===== src/rtl/dco_freq_counter.sv =====
// Gated edge counter for the DCO output: counts synchronized rising edges of dco_in over
// GATE_CYCLES clocks. Optional 4-window averaging is built when DCO_FREQ_AVG_EN is defined.
module dco_freq_counter #(
   parameter int GATE_CYCLES = 256,
   parameter int COUNT_W     = 16
) (
   input  logic               clk,
   input  logic               rst_n,
   input  logic               ena,
   input  logic               dco_in,
   input  logic               start,
   input  logic               continuous,
   output logic [COUNT_W-1:0] count_out,
   output logic               count_valid,
   output logic               overflow,
   output logic               busy
);

   localparam int GATE_W = (GATE_CYCLES > 2) ? $clog2(GATE_CYCLES) : 1;
   localparam logic [GATE_W-1:0]  GATE_LOAD = GATE_W'(GATE_CYCLES - 1);
   localparam logic [COUNT_W-1:0] CNT_MAX   = '1;

   typedef enum logic {IDLE, COUNT} state_t;

   state_t              r_state;
   state_t              w_nextState;
   logic                r_s1, r_s2, r_s3;
   logic [COUNT_W-1:0]  r_edgeCnt;
   logic [GATE_W-1:0]   r_gateCnt;
   logic                r_ovf;
   logic                w_rise;
   logic                w_satHit;
   logic [COUNT_W-1:0]  w_edgeNext;
   logic                w_ovfNext;
   logic                w_terminal;
   logic                w_load;

   // Two-flop synchronizer plus a history flop for rising-edge detection.
   always_ff @(posedge clk or negedge rst_n) begin
      if (!rst_n) begin
         r_s1 <= 1'b0;
         r_s2 <= 1'b0;
         r_s3 <= 1'b0;
      end else begin
         r_s1 <= dco_in;
         r_s2 <= r_s1;
         r_s3 <= r_s2;
      end
   end

   assign w_rise     = r_s2 & ~r_s3;
   assign w_satHit   = w_rise & (r_edgeCnt == CNT_MAX);
   assign w_edgeNext = w_satHit ? r_edgeCnt : r_edgeCnt + COUNT_W'(w_rise);
   assign w_ovfNext  = r_ovf | w_satHit;
   assign w_terminal = (r_state == COUNT) & ena & (r_gateCnt == '0);

   always_ff @(posedge clk or negedge rst_n) begin
      if (!rst_n) r_state <= IDLE;
      else        r_state <= w_nextState;
   end

   always_comb begin
      w_nextState = r_state;
      case (r_state)
         IDLE:  if (ena & (start | continuous)) w_nextState = COUNT;
         COUNT: begin
            if (!ena)                          w_nextState = IDLE;
            else if (w_terminal & ~continuous) w_nextState = IDLE;
         end
         default: w_nextState = IDLE;
      endcase
   end

   // A window (re)starts either from IDLE or gaplessly at the terminal edge in continuous mode.
   always_comb begin
      busy   = (r_state == COUNT);
      w_load = ((r_state == IDLE) & ena & (start | continuous)) | (w_terminal & continuous);
   end

   always_ff @(posedge clk or negedge rst_n) begin
      if (!rst_n) begin
         r_edgeCnt <= '0;
         r_gateCnt <= '0;
         r_ovf     <= 1'b0;
      end else if (w_load) begin
         r_edgeCnt <= '0;
         r_gateCnt <= GATE_LOAD;
         r_ovf     <= 1'b0;
      end else if (r_state == COUNT) begin
         r_edgeCnt <= w_edgeNext;
         r_gateCnt <= r_gateCnt - 1'b1;
         r_ovf     <= w_ovfNext;
      end
   end

`ifdef DCO_FREQ_AVG_EN
   logic [COUNT_W+1:0] r_acc;
   logic [1:0]         r_phase;
   logic               r_ovfAcc;
   logic [COUNT_W+1:0] w_accSum;

   assign w_accSum = r_acc + (COUNT_W+2)'(w_edgeNext);

   // Only every fourth completed window publishes the averaged result.
   always_ff @(posedge clk or negedge rst_n) begin
      if (!rst_n) begin
         r_acc       <= '0;
         r_phase     <= '0;
         r_ovfAcc    <= 1'b0;
         count_out   <= '0;
         overflow    <= 1'b0;
         count_valid <= 1'b0;
      end else begin
         count_valid <= 1'b0;
         if (!ena) begin
            r_acc    <= '0;
            r_phase  <= '0;
            r_ovfAcc <= 1'b0;
         end else if (w_terminal) begin
            if (r_phase == 2'd3) begin
               count_out   <= w_accSum[COUNT_W+1:2];
               overflow    <= r_ovfAcc | w_ovfNext;
               count_valid <= 1'b1;
               r_acc       <= '0;
               r_phase     <= '0;
               r_ovfAcc    <= 1'b0;
            end else begin
               r_acc    <= w_accSum;
               r_phase  <= r_phase + 1'b1;
               r_ovfAcc <= r_ovfAcc | w_ovfNext;
            end
         end
      end
   end
`else
   always_ff @(posedge clk or negedge rst_n) begin
      if (!rst_n) begin
         count_out   <= '0;
         overflow    <= 1'b0;
         count_valid <= 1'b0;
      end else begin
         count_valid <= w_terminal;
         if (w_terminal) begin
            count_out <= w_edgeNext;
            overflow  <= w_ovfNext;
         end
      end
   end
`endif

endmodule


===== config.mk =====
export PLATFORM = sky130hd
export DESIGN_NAME = dco_freq_counter
export DESIGN_NICKNAME = d
export VERILOG_FILES = /design/src/rtl/dco_freq_counter.sv
export SDC_FILE = /design/constraint.sdc
export NUM_CORES = 1
export LEC_CHECK = 0
export BUFFER_PORTS_ARGS = -buffer_cell sky130_fd_sc_hd__buf_2
export CAP_MARGIN = 0
export CORE_MARGIN = 2
export CORE_UTILIZATION = 50
export DETAILED_ROUTE_END_ITERATION = 8
export PLACE_DENSITY = 0.78
export SYNTH_ARGS = -nofsm -noshare
export SYNTH_HDL_FRONTEND = slang
export SYNTH_SLANG_ARGS = --single-unit
export TNS_END_PERCENT = 5

===== constraint.sdc =====
create_clock -name clk -period 4.3 [get_ports clk]
set_input_delay 0.43 -clock clk [delete_from_list [all_inputs] [get_ports clk]]
set_output_delay 0.43 -clock clk [all_outputs]
set_load 0.01 [all_outputs]

## After elaboration in Yosys (flattened, before gate mapping)

Index checks and enable logic that the tools add are counted.

- Flip-flop bits (word level): 47
- Latch bits: 0
- RAM bits: 0
- Memory bits (read-only): 0
- Input port bits: 6
- Logic and storage cells: 41
- Memories: 0

- $add $sub $neg: 2
- $mul: 0
- Div/mod/pow operators: 0
- Magnitude comparators: 0
- Eq/ne operators: 1
- Shift operators: 0
- Multiplexer cells: 11
- Bitwise operators: 15
- Reductions and logical operators: 2

Operators by type and width:

| kind | number |
|---|---|
| 16-bit 2-to-1 mux | 3 |
| 16-bit by 1-bit adder with 16-bit output | 1 |
| 16-bit == test (second input constant) | 1 |
| 8-bit 2-to-1 mux | 2 |
| 1-bit bitwise AND | 9 |
| 8-bit zero test | 1 |
| 8-bit by 1-bit subtractor with 8-bit output (second input constant) | 1 |
| 1-bit 2-to-1 mux | 5 |
| 1-bit inverter | 3 |
| 1-bit OR | 3 |
| 1-bit case mux with 2 select lines | 1 |
| 2-bit nonzero test | 1 |

## Logic depth before layout (Yosys ltp)

Gate-level depths: netlist (run 1).

- Depth in word-level cells: 6
- Depth in mapped cells: 9

## Least setup slack after synthesis (run 1)

OpenSTA, ideal clock, no wires.

- Path kind: reg2reg
- Start: register r_s3
- End: register count_out[14]
- Setup time: 0.082 ns
- Data arrival time: 2.114 ns
- Required time: 4.218 ns
- Setup slack: 2.104 ns
- Stages on the path, launching flop included: 10
- Buffers on the path: 1
- Cell sequence: dfrtp_1 -> nand2b_1 -> inv_1 -> ha_1 -> ha_1 -> nand3_1 -> or3_1 -> buf_2 -> or4_1 -> a31oi_1

- Cells in the longest elaborated chain, start to end: 4
- Elaborated cells on any way between the ends: 5
- Those cells by class: 1 x add/sub; 1 x mux; 3 x bitwise

RTL lines:

| item | RTL line | source |
|---|---|---|
| start, declared | 27 | `logic r_s1, r_s2, r_s3;` |
| start signal, assigned | 47 | `r_s3 <= r_s2;` |
| 1-bit inverter * | 51 | `assign w_rise = r_s2 & ~r_s3;` |
| 1-bit bitwise AND * | 51 |  |
| 16-bit by 1-bit adder with 16-bit output / 1-bit bitwise AND (equally long branches) | 53, 52 |  |
| 16-bit 2-to-1 mux * | 53 | `assign w_edgeNext = w_satHit ? r_edgeCnt : r_edgeCnt + COUNT_W'(w_rise);` |
| end signal, assigned | 144 | `count_out <= w_edgeNext;` |
| end, declared | 13 | `output logic [COUNT_W-1:0] count_out,` |

Every way passes the cells marked *; elsewhere a longest branch is shown, timed or not.
A chain may end at the register's enable or synchronous reset.

## Final worst setup path (run 1)

- Start: register r_state, in the netlist busy
- End: register count_out[7]

- Cells in the longest elaborated chain, start to end: 2

RTL lines:

| item | RTL line | source |
|---|---|---|
| start, declared | 25 | `state_t r_state;` |
| start signal, assigned | 59 | `else r_state <= w_nextState;` |
| 1-bit bitwise AND (2 in series) | 55 | `assign w_terminal = (r_state == COUNT) & ena & (r_gateCnt == '0);` |

Every way passes these cells.

==> results.ini, run 1 <==
[sta]
holdWs_ns = 0.234
max-slew-margin-rel = 0.292
finalSetupTns_ns = 0
period_minus_slack_ns = 3.32
rsz0062_at_grt = no
fin_skew_ns = 0.0110
setup_viol = 0
drv_slew = 0
worst_slack_ns = 0.977
finalCritPeriodShare = 0.773
max_freq_mhz = 301
tightest_slew_ns = 1.05
finalHoldViolCount = 0

[routing]
drt_iter0_drc = 229
vias = 2164
drc = 0
ant_nets = 0
wl_per_cell_um = 15.4
firstDrtPassIters = 4
vias_per_cell = 6.10
routed_wl_mm = 5.46

[layout]
area_delta_synth_final_pct = 8.19
regArea_um2 = 1180
layout_common_cells = dfrtp_1, nand2_1, buf_2
diodes = 0
design_area_um2 = 2740
layout-drive-gt1-share = 0.146
finalNetCount = 296
final_common_cell = dfrtp_1
multi_input_area_um2 = 1230
fill_cells = 432
stdcell_count = 355
final_core_util = 0.570

[run]
cap_violations = 0

[power_and_ir_drop]
power_frac_seq = 0.572
power_uw = 860
p_leak_nw = 1.17
p_comb_frac = 0.091
intPower_uw = 641
swShare = 0.254
cellPowerDensity_nw_per_um2 = 313
switching_power_uw = 218
irDropWorstVdd_uv = 156
clockPowerShare = 0.338

[place]
gp_congestion = 0.825
portBuffers = 24
pre_cts_slack_ns = 1.01
dpl_cell_area_um2 = 2640
dp_cells = 347
hpwl_mm = 3.74

[clocking]
root_buffer = clkbuf_8
clk_pin_slew_worst_paths_ns = 0.08
cts_buffer_depth = 2
h-tree-depth = 2
tritoncts = done
cts_resized = 0
numCtsBuffers = 5
cts_setup_buffers = 0
clk-insertion-delay-late_ns = 0.30
cts.sinks = 47
ctsHoldBuffers = 0

[floorplanning]
start_util = 0.526
core_area_um2 = 4820
ioPinCount = 25
die_y_um = 75.2
die_x_um = 75.2
rows = 25
dieArea_um2 = 5660

[critical_path]
crit_required_ns = 4.54
critical_path.endpoint_type = flop
setup.worst_path.class = flop to flop
path_max_fanout = 22
startpoint_type = flop
arrival_ns = 3.56

[synth]
synth_edf_count = 0
synth-seq-cells = 47
ys.flop_type = dfrtp_1
ys_seq_area_frac = 0.464
synth.avg_cell_area_um2 = 9.22
yosys_warnings = 0
syn-num-nets = 284
syn-instance-count = 275
synth_area_um2 = 2540
ys_async_sr_fraction = 1.00
synth_cell_type_count = 47

[global_route]
grt_pass1_vias = 2010
grt_max_degree = 48
grt_pass1_wl_mm = 9.66
grtUsageTotal = 0.225
antenna_found_initial = 0
gr-total-overflow = 0

[hold_path]
hold_path_class = primary input to flop

[status]
status = finished, final reports clean

==> cells in the mapped netlist, types with 8 or more instances <==
cell,number,share of area
or3_1,8,0.020
nand2_1,25,0.037
clkbuf_1,8,0.012
o31ai_1,12,0.036
o21ai_0,15,0.030
nor2_1,23,0.034
dfrtp_1,47,0.46
nand3_1,11,0.022
a31oi_1,15,0.037
or4_1,10,0.030
a21oi_1,20,0.039
inv_1,8,0.012
==> logic make-up after synthesis <==
group / after synthesis / share of synthesized area
and+or+nand+nor: 112 / 0.254
AOI/OAI and AO/OA: 79 / 0.194
DFF: 47 / 0.464
buffers and inverters: 28 / 0.0528
xor gates and xnor gates: 6 / 0.0207
adders and majority gates: 3 / 0.0148
==> per-layer routing <==
metal  up-vias  global-route usage  part of all wire
li1       1053                   -                 -
met4         0              0.0799             0.014
met3         5              0.0643             0.050
met2        54               0.327              0.46
met5         -                   0                 0
met1      1052               0.322              0.47
==> state kept, by name, indices dropped and copies added, names as in the netlist <==
name         flops
busy             1
count_out       16
count_valid      1
overflow         1
r_edgeCnt       16
r_gateCnt        8
r_ovf            1
r_s1             1
r_s2             1
r_s3             1
==> worst paths after layout <==
kind / start / slack [ns] / endpoint / depth (start not counted)
max: busy / 0.98 / count_out[7] / 4
min: dco_in / 0.23 / r_s1 / 1
max reg2reg: busy / 0.98 / count_out[7] / 4
min reg2reg: r_s1 / 0.35 / r_s2 / 0
max in group asynchronous: rst_n / 3.35 / r_s3 / 1
min in group asynchronous: rst_n / 0.30 / r_edgeCnt[10] / 1
==> layout make-up <==
class	instances	area share
clock buffer	8	0.0365
inverter	8	0.0109
multi-input combinational	200	0.447
sequential	47	0.429
tap	67	0.0306
timing repair buffer	25	0.0465
==> worst max-delay path, cell delays in order, from the launching register on <==
cell      delay [ns]
dfrtp_1         0.76
nor4bb_1        0.98
nand3_1         0.74
or4_1           0.69
nand3_1         0.10
==> power by group through the flow <==
stage | combinational, mW | clock, mW | sequential [mW]
final | 0.0779 | 0.290 | 0.491
after global routing | 0.0912 | 0.317 | 0.495
after CTS | 0.0794 | 0.297 | 0.491
after detailed placement | 0.0791 | 0 | 0.500
after global placement | 0.0738 | 0 | 0.499
after floorplan | 0.0550 | 0 | 0.491
Note: power is estimated with default switching activity, not from simulation.
==> run 2, diff against run 1 <==
- clock period: 4.3 -> 3.1 ns (I/O delays scaled with it)
==> run 2 against run 1 <==
Against the previous run:
- first-iteration DRC count shrank 1.7%
- sequential share of layout area shrank 0.46 points
- sequential cell count is the same
- worst hold slack lost 0.13 ns
- core utilization grew 0.62 points
- clock skew shrank 0.0028 ns
- combinational power grew 40%
- setup slack lost 0.34 ns
- count of clock-buffer cells in the layout is the same
- wire length shrank 0.40%
- critical endpoint is now count_out[14]
==> results.ini, run 2 (synthesis results as in run 1) <==
[floorplanning]
core_area_um2 = 4820
die_y_um = 75.2
die_x_um = 75.2
start_util = 0.526
ioPinCount = 25
rows = 25
dieArea_um2 = 5660

[global_route]
grt_pass1_wl_mm = 9.24
antenna_found_initial = 0
grt_max_degree = 48
grt_pass1_vias = 1942
grtUsageTotal = 0.216
gr-total-overflow = 0

[sta]
fin_skew_ns = 0.00814
max-slew-margin-rel = 0.325
rsz0062_at_grt = no
tightest_slew_ns = 1.01
finalSetupTns_ns = 0
period_minus_slack_ns = 2.46
drv_slew = 0
finalHoldViolCount = 0
max_freq_mhz = 406
finalCritPeriodShare = 0.795
setup_viol = 0
holdWs_ns = 0.108

[power_and_ir_drop]
p_leak_nw = 1.19
cellPowerDensity_nw_per_um2 = 430
irDropWorstVdd_uv = 222

[layout]
finalNetCount = 300
area_delta_synth_final_pct = 9.37
layout-drive-gt1-share = 0.158
layout_common_cells = dfrtp_1, nand2_1, buf_2
diodes = 0
final_common_cell = dfrtp_1
largestRegisters = count_out: 16 flops, r_edgeCnt: 16 flops, r_gateCnt: 8 flops
design_area_um2 = 2770

[critical_path]
cp_slowest_stage_delay_ns = 0.46
crit_slowest_cell = or3_1
setup.worst_path.class = flop to flop
worstPathCellList = nand2b_1, inv_1, ha_1, ha_1, nand3_1, or3_1, or4_1, a31oi_1
critical_path.endpoint_type = flop
crit_buf_inv = 1
cpMostUsedCell = ha_1
startpoint_type = flop
path_max_fanout = 7
critPathTopFamily = simple AND/OR/NAND/NOR gates
timing.rr.start = r_s3
timing.rr.end = count_out[14]
crit_required_ns = 3.32
arrival_ns = 2.69
r2r_cells = 8
reg2reg_slack_ns = 0.64

[clocking]
clk_pin_slew_worst_paths_ns = 0.08
cts.sinks = 47
numCtsBuffers = 5
root_buffer = clkbuf_8
h-tree-depth = 2
cts_resized = 0
cts_setup_buffers = 0
ctsHoldBuffers = 0
tritoncts = done
clk-insertion-delay-late_ns = 0.31
cts_buffer_depth = 2

[routing]
wl_per_cell_um = 15.1
routed_wl_mm = 5.43
firstDrtPassIters = 4
ant_nets = 0
vias_per_cell = 6.00
drc = 0
drt_iter0_drc = 225
vias = 2153

[place]
hpwl_mm = 3.75
dpl_cell_area_um2 = 2670
portBuffers = 24
gp_congestion = 0.870

[status]
status = finished, final reports clean

[hold_path]
hold_path_class = primary input to flop
worstHoldEndpoint = r_s1
min_from = dco_in
hold_depth = 1

[run]
cap_violations = 0

[run 2: area by class of cell]
cell class                      count  area, um^2
Clock buffer                        8         100
Tap cell                           67        83.8
Fill cell                         452        2040
Timing Repair Buffer               29         158
Inverter                            8        30.0
Multi-Input combinational cell    200        1230
Sequential cell                    47        1180
[run 2: worst max path at each step]
stage / endpoint / startpoint / slack [ns] / cells after the start
after floorplan: count_out[14] / r_s3 / 0.90 / 9
after global placement: count_out[14] / r_s3 / 0.80 / 8
after detailed placement: count_out[14] / r_s3 / 0.67 / 8
after CTS: count_out[14] / r_s3 / 0.65 / 8
after global routing: count_out[14] / r_s3 / 0.49 / 8
final: count_out[14] / r_s3 / 0.64 / 8
[run 2: where the power goes]
| group | switching, mW | leakage, nW | total [mW] | internal, mW |
|---|---|---|---|---|
| clock | 0.202 | 0.0515 | 0.406 | 0.204 |
| combinational | 0.0659 | 0.530 | 0.109 | 0.0427 |
| sequential | 0.0339 | 0.610 | 0.678 | 0.644 |
[run 2: metal layers]
| metal | GRT usage | wire [um] | share of wire |
|---|---|---|---|
| met5 | 0 | 0 | 0 |
| met4 | 0.0819 | 51 | 0.0094 |
| met3 | 0.0442 | 210 | 0.039 |
| met2 | 0.321 | 2490 | 0.46 |
| met1 | 0.313 | 2680 | 0.49 |
[run 2: metrics by stage]
stage / worst slack (ns) / instances / power [mW] / util
finish: 0.636 / 359 / 1.19 / 0.576
detailed placement: 0.671 / 351 / 0.799 / 0.555
global route: 0.486 / 359 / 1.25 / 0.576
global placement: 0.798 / 351 / 0.795 / 0.555
CTS: 0.647 / 359 / 1.20 / 0.576
floorplan: 0.904 / 275 / 0.758 / -
